File: config.mk
export PLATFORM = sky130hd
export DESIGN_NAME = display_hex_writer
export DESIGN_NICKNAME = d
export VERILOG_FILES = /design/src/rtl/display_hex_writer.sv
export SDC_FILE = /design/constraint.sdc
export NUM_CORES = 1
export LEC_CHECK = 0
export CAP_MARGIN = 20
export CORE_MARGIN = 2
export CORE_UTILIZATION = 40
export CTS_CLUSTER_DIAMETER = 40
export DETAILED_ROUTE_END_ITERATION = 8
export GPL_ROUTABILITY_DRIVEN = 0
export HOLD_SLACK_MARGIN = 0.1
export PLACE_DENSITY_LB_ADDON = 0.05
export SETUP_SLACK_MARGIN = 0.15
export SLEW_MARGIN = 0
export SYNTH_ARGS = -nofsm -noshare
export SYNTH_HDL_FRONTEND = slang
export SYNTH_SLANG_ARGS = --single-unit
File: constraint.sdc
create_clock -name clk -period 3.8 [get_ports clk]
set_input_delay 0.76 -clock clk [delete_from_list [all_inputs] [get_ports clk]]
set_output_delay 0.76 -clock clk [all_outputs]
set_load 0.01 [all_outputs]
File: src/rtl/display_hex_writer.sv
// display_hex_writer
//   Renders a 32-bit value as 8 ASCII hex characters into a character buffer,
//   one character per clock, most significant nibble first. One request can
//   be active while a second waits in a pending slot, so a steady producer
//   sees back-to-back writes with no idle cycle between requests.
//
//   state | meaning
//   ------+-------------------------------------------------------------
//   IDLE  | no active request; charWE low
//   SEND  | writing beat 0..7 of the active request; charWE high
//
// Ports
//   clk       in   clock, all state changes on the rising edge
//   rst       in   synchronous active-high reset
//   reqValid  in   request presented
//   reqRow    in   [1:0] display row of the request
//   reqData   in   [31:0] value to render
//   reqReady  out  pending slot free; request taken when reqValid && reqReady
//   charWE    out  character buffer write enable
//   charAddr  out  [5:0] {row, column}
//   charData  out  [7:0] ASCII character
//   busy      out  a request is being written or is waiting
module display_hex_writer #(
    parameter int CHAR_COLUMN_BASE = 8
) (
    input  logic        clk,
    input  logic        rst,
    input  logic        reqValid,
    input  logic [1:0]  reqRow,
    input  logic [31:0] reqData,
    output logic        reqReady,
    output logic        charWE,
    output logic [5:0]  charAddr,
    output logic [7:0]  charData,
    output logic        busy
);

    typedef enum logic {
        IDLE = 1'b0,
        SEND = 1'b1
    } stateType;

    localparam logic [3:0] COLUMN_BASE = 4'(CHAR_COLUMN_BASE);

    stateType    state;
    logic [2:0]  beat;
    logic [1:0]  activeRow;
    logic [31:0] activeData;
    logic        pendingValid;
    logic [1:0]  pendingRow;
    logic [31:0] pendingData;

    logic [31:0] shiftedData;
    logic [3:0]  nibble;

    assign reqReady = !pendingValid;

    always_ff @(posedge clk) begin
        if (rst) begin
            state        <= IDLE;
            beat         <= 3'd0;
            activeRow    <= 2'd0;
            activeData   <= 32'd0;
            pendingValid <= 1'b0;
            pendingRow   <= 2'd0;
            pendingData  <= 32'd0;
        end else begin
            case (state)
                IDLE: begin
                    beat <= 3'd0;
                    if (pendingValid) begin
                        activeRow    <= pendingRow;
                        activeData   <= pendingData;
                        pendingValid <= 1'b0;
                        state        <= SEND;
                    end else if (reqValid) begin
                        activeRow  <= reqRow;
                        activeData <= reqData;
                        state      <= SEND;
                    end
                end
                SEND: begin
                    if (beat != 3'd7) begin
                        beat <= beat + 3'd1;
                        if (reqValid && !pendingValid) begin
                            pendingValid <= 1'b1;
                            pendingRow   <= reqRow;
                            pendingData  <= reqData;
                        end
                    end else begin
                        // Last beat: chain straight into the next request so
                        // there is no gap in the write stream. A request seen
                        // while the pending slot is full was never accepted.
                        beat <= 3'd0;
                        if (pendingValid) begin
                            activeRow    <= pendingRow;
                            activeData   <= pendingData;
                            pendingValid <= 1'b0;
                        end else if (reqValid) begin
                            activeRow  <= reqRow;
                            activeData <= reqData;
                        end else begin
                            state <= IDLE;
                        end
                    end
                end
                default: begin
                    state <= IDLE;
                    beat  <= 3'd0;
                end
            endcase
        end
    end

    // Beat k shows nibble k counted from the top of the word.
    assign shiftedData = activeData << {beat, 2'b00};
    assign nibble      = shiftedData[31:28];

    assign charWE   = (state == SEND);
    assign busy     = (state == SEND) || pendingValid;
    assign charAddr = {activeRow, COLUMN_BASE + {1'b0, beat}};

    // 'A' is 8'h41, so A..F map to 8'h37 + nibble.
    assign charData = (nibble <= 4'd9) ? (8'h30 + {4'h0, nibble})
                                       : (8'h37 + {4'h0, nibble});

endmodule
==> metrics, run 1 <==
DIE WIDTH approximately 94 um; Syn Area/Cell 9.19 um^2; Site Rows 32; Slew Limit Fails 0; RSZ-0062 raised after global routing yes; clk_skew 0.0123 ns; TritonCTS clock tree built; Residual DRC 0; Worst VDD drop 235 uV; ratio of cells with drive above 1 in the final layout 10.4%; ANT nets after route 0; Hold Path Class reg -> reg; Synth Instances 349; clock latency on the worst-skew pair 0.35 ns; clk slew on worst S/H paths 0.08 ns; GRT Overall Usage 17.1%; YS warnings 0; Switch Pwr around 0.47 mW; synth top area cells dfxtp_1 (46%), mux2i_1 (12%), a211oi_1 (8.0%); Pleak 1.46 nW; Overall Power 1.66 mW; commonest non-fill, non-tap cell in the layout dfxtp_1; CP Capture Type output port; sequential area share after synthesis a little under half; clk buf depth 2; Final WS setup 0.172 ns; #FFs+latches synth 73; H-tree depth 3; combinational power share 16.8%; TritonCTS Sinks 73; Final nets ~430; status finished clean; WP data required 3.04 ns; Num CTS Buffers 9; diode count 0; Final Hold Viols 0; synth-to-layout area growth 24.1%; Worst EP arrival ~2.9 ns; dpl hpwl 4700 um; Max Freq between 200 and 300 MHz; Vias 2490; total of max-cap violations 0; syn_nets 390; commonest non-fill, non-tap cells in the layout dfxtp_1 (71), nand2_1 (68), clkdlybuf4s50_1 (47); Rel. slew slack 51.8%; vias in the first global route 2255; crit path max fanout 7; Initial DRT Pass Iterations 4; die height between 90 and 100 um; Reg power frac 50.8%; FF-to-FF setup slack 1.19 ns; TNS Setup 0 ns; global route total overflow 0; cts hold-fix bufs 0; Post-Route WL 7200 um; Least-Margin Pin Slew 0.724 ns; Int Power 1.19 mW; input/output buffers slightly above 50; routed vias/inst 5.00; Final setup viols 0; root buf cell clkbuf_8; PD cells 418 nW/um^2; Yosys cell types 29; minimum clock period 3.63 ns; I/O Pins 54; first-pass GRT wire length 11400 um; antenna violations before repair 0; routed length per placed instance 14.5 um; Initial Utilization 41.5%; DR iter-0 viols between 50 and 60; largest area contributor in the netlist dfxtp_1; area of the core 7730 um^2; largest net degree at the start of global routing 42; Yosys top cell area share about 46%; Setup Crit Path Kind reg -> out; Clock power frac 32.4%; Sw Share between 20 and 30%; Die Area approximately 9000 um^2; Synth Cell Area 3210 um^2; setup slack at placement 0.212 ns; crit share post-route 95.5%; Critical Path Start Type register
## layer usage
layer  track usage (%)  wire length, um
met3              4.03              333
met2              24.2             2930
met4              6.99              121
met1              24.7             3820
met5                 0                0
## worst max-delay path: stages (launching register included)
cell,delay [ns]
dfxtp_4,0.41
mux4_1,0.60
mux2i_2,0.25
inv_1,0.11
ha_1,0.23
nor2_2,0.17
a21boi_2,0.20
o21ai_0,0.08
clkdlybuf4s50_1,0.48
## cell families after synthesis
kind of cell    after synthesis  share of synthesized area [%]
fa+ha+maj                     4                           1.56
mux                          47                           18.7
xor+xnor                      1                          0.273
other cells                   2                          0.234
flops                        73                           45.6
simple gates                114                           14.2
compound gates               74                           14.8
buf+inv                      34                           4.68
## registers in the layout (all words and copies together) (netlist names)
name,count
activeData,32
charWE,1
activeRow,2
pendingData,32
beat,3
pendingValid,1
pendingRow,2
## cell type report
class                      instances  area, um^2
fill                             736        3750
sequential                        73        1470
inverter                           4        15.0
tap                              102         128
clock inverter                     7        45.0
clock buffer                       9         124
timing repair buffer              61         584
multi-input combinational        242        1620
## per-stage QoR
stage	utilization, %	instances	area, um^2	hold WS [ns]
6_report	51.5	498	3980	0.456
5_1_grt	51.5	498	3980	0.471
4_1_cts	51.2	497	3960	0.457
3_5_place_dp	48.8	480	3770	0.446
3_3_place_gp	48.8	480	3770	0.441
2_1_floorplan	-	349	3210	0.436
## power by group through the flow
| stage | Clock [mW] | Sequential [mW] | Combinational [mW] |
|---|---|---|---|
| global placement | 0 | 0.862 | 0.273 |
| floorplan | 0 | 0.853 | 0.172 |
| CTS | 0.547 | 0.846 | 0.280 |
| global route | 0.588 | 0.852 | 0.310 |
| finish | 0.539 | 0.845 | 0.279 |
| detailed placement | 0 | 0.863 | 0.276 |
## repair_timing
| action | in CTS | in global routing |
|---|---|---|
| buffers inserted | 1 | 1 |
| resized for setup | 6 | 4 |
| pin swaps | 0 | 0 |
| endpoints found under the setup margin | 6 | 4 |
| cloned | 0 | 0 |
## final timing paths
path                                startpoint                            to  cells past startpoint
setup / recovery            beat[0]$_SDFF_PP0_                   charData[5]                      8
hold / removal    pendingData[24]$_SDFFE_PP0P_  pendingData[24]$_SDFFE_PP0P_                      2
setup reg to reg            beat[1]$_SDFF_PP0_    activeData[8]$_SDFFE_PP0P_                      8
hold reg to reg   pendingData[24]$_SDFFE_PP0P_  pendingData[24]$_SDFFE_PP0P_                      2
## cell usage after synthesis
master    number
dfxtp_1       73
or2_2          1
buf_1          3
nand3b_1       1
a211oi_1      34
nand2_1       68
inv_1          4
and2_1         2
xnor2_1        1
o21a_1         1
clkbuf_1      18
mux4_2         2
nor3_1         3
o21ai_0        1
nand2b_1       1
a21boi_0       2
mux4_1         6
mux2i_1       37
buf_6          1
o21ai_4        1
nor3b_2        1
buf_2          6
nor2_1        37
a21oi_1       35
mux2_2         1
ha_1           4
conb_1         2
mux2_4         1
buf_4          2
(Power assumes the default switching activity.)
==> run 2: changes to the inputs <==
--- a/config.mk
+++ b/config.mk
@@ -8,6 +8,7 @@
 export CAP_MARGIN = 20
 export CORE_MARGIN = 2
 export CORE_UTILIZATION = 40
+export CTS_BUF_LIST = sky130_fd_sc_hd__clkbuf_8
 export CTS_CLUSTER_DIAMETER = 40
 export DETAILED_ROUTE_END_ITERATION = 8
 export GPL_ROUTABILITY_DRIVEN = 0
==> results of run 2 <==
No change in the layout: final DEF, timing and power equal those of run 1.
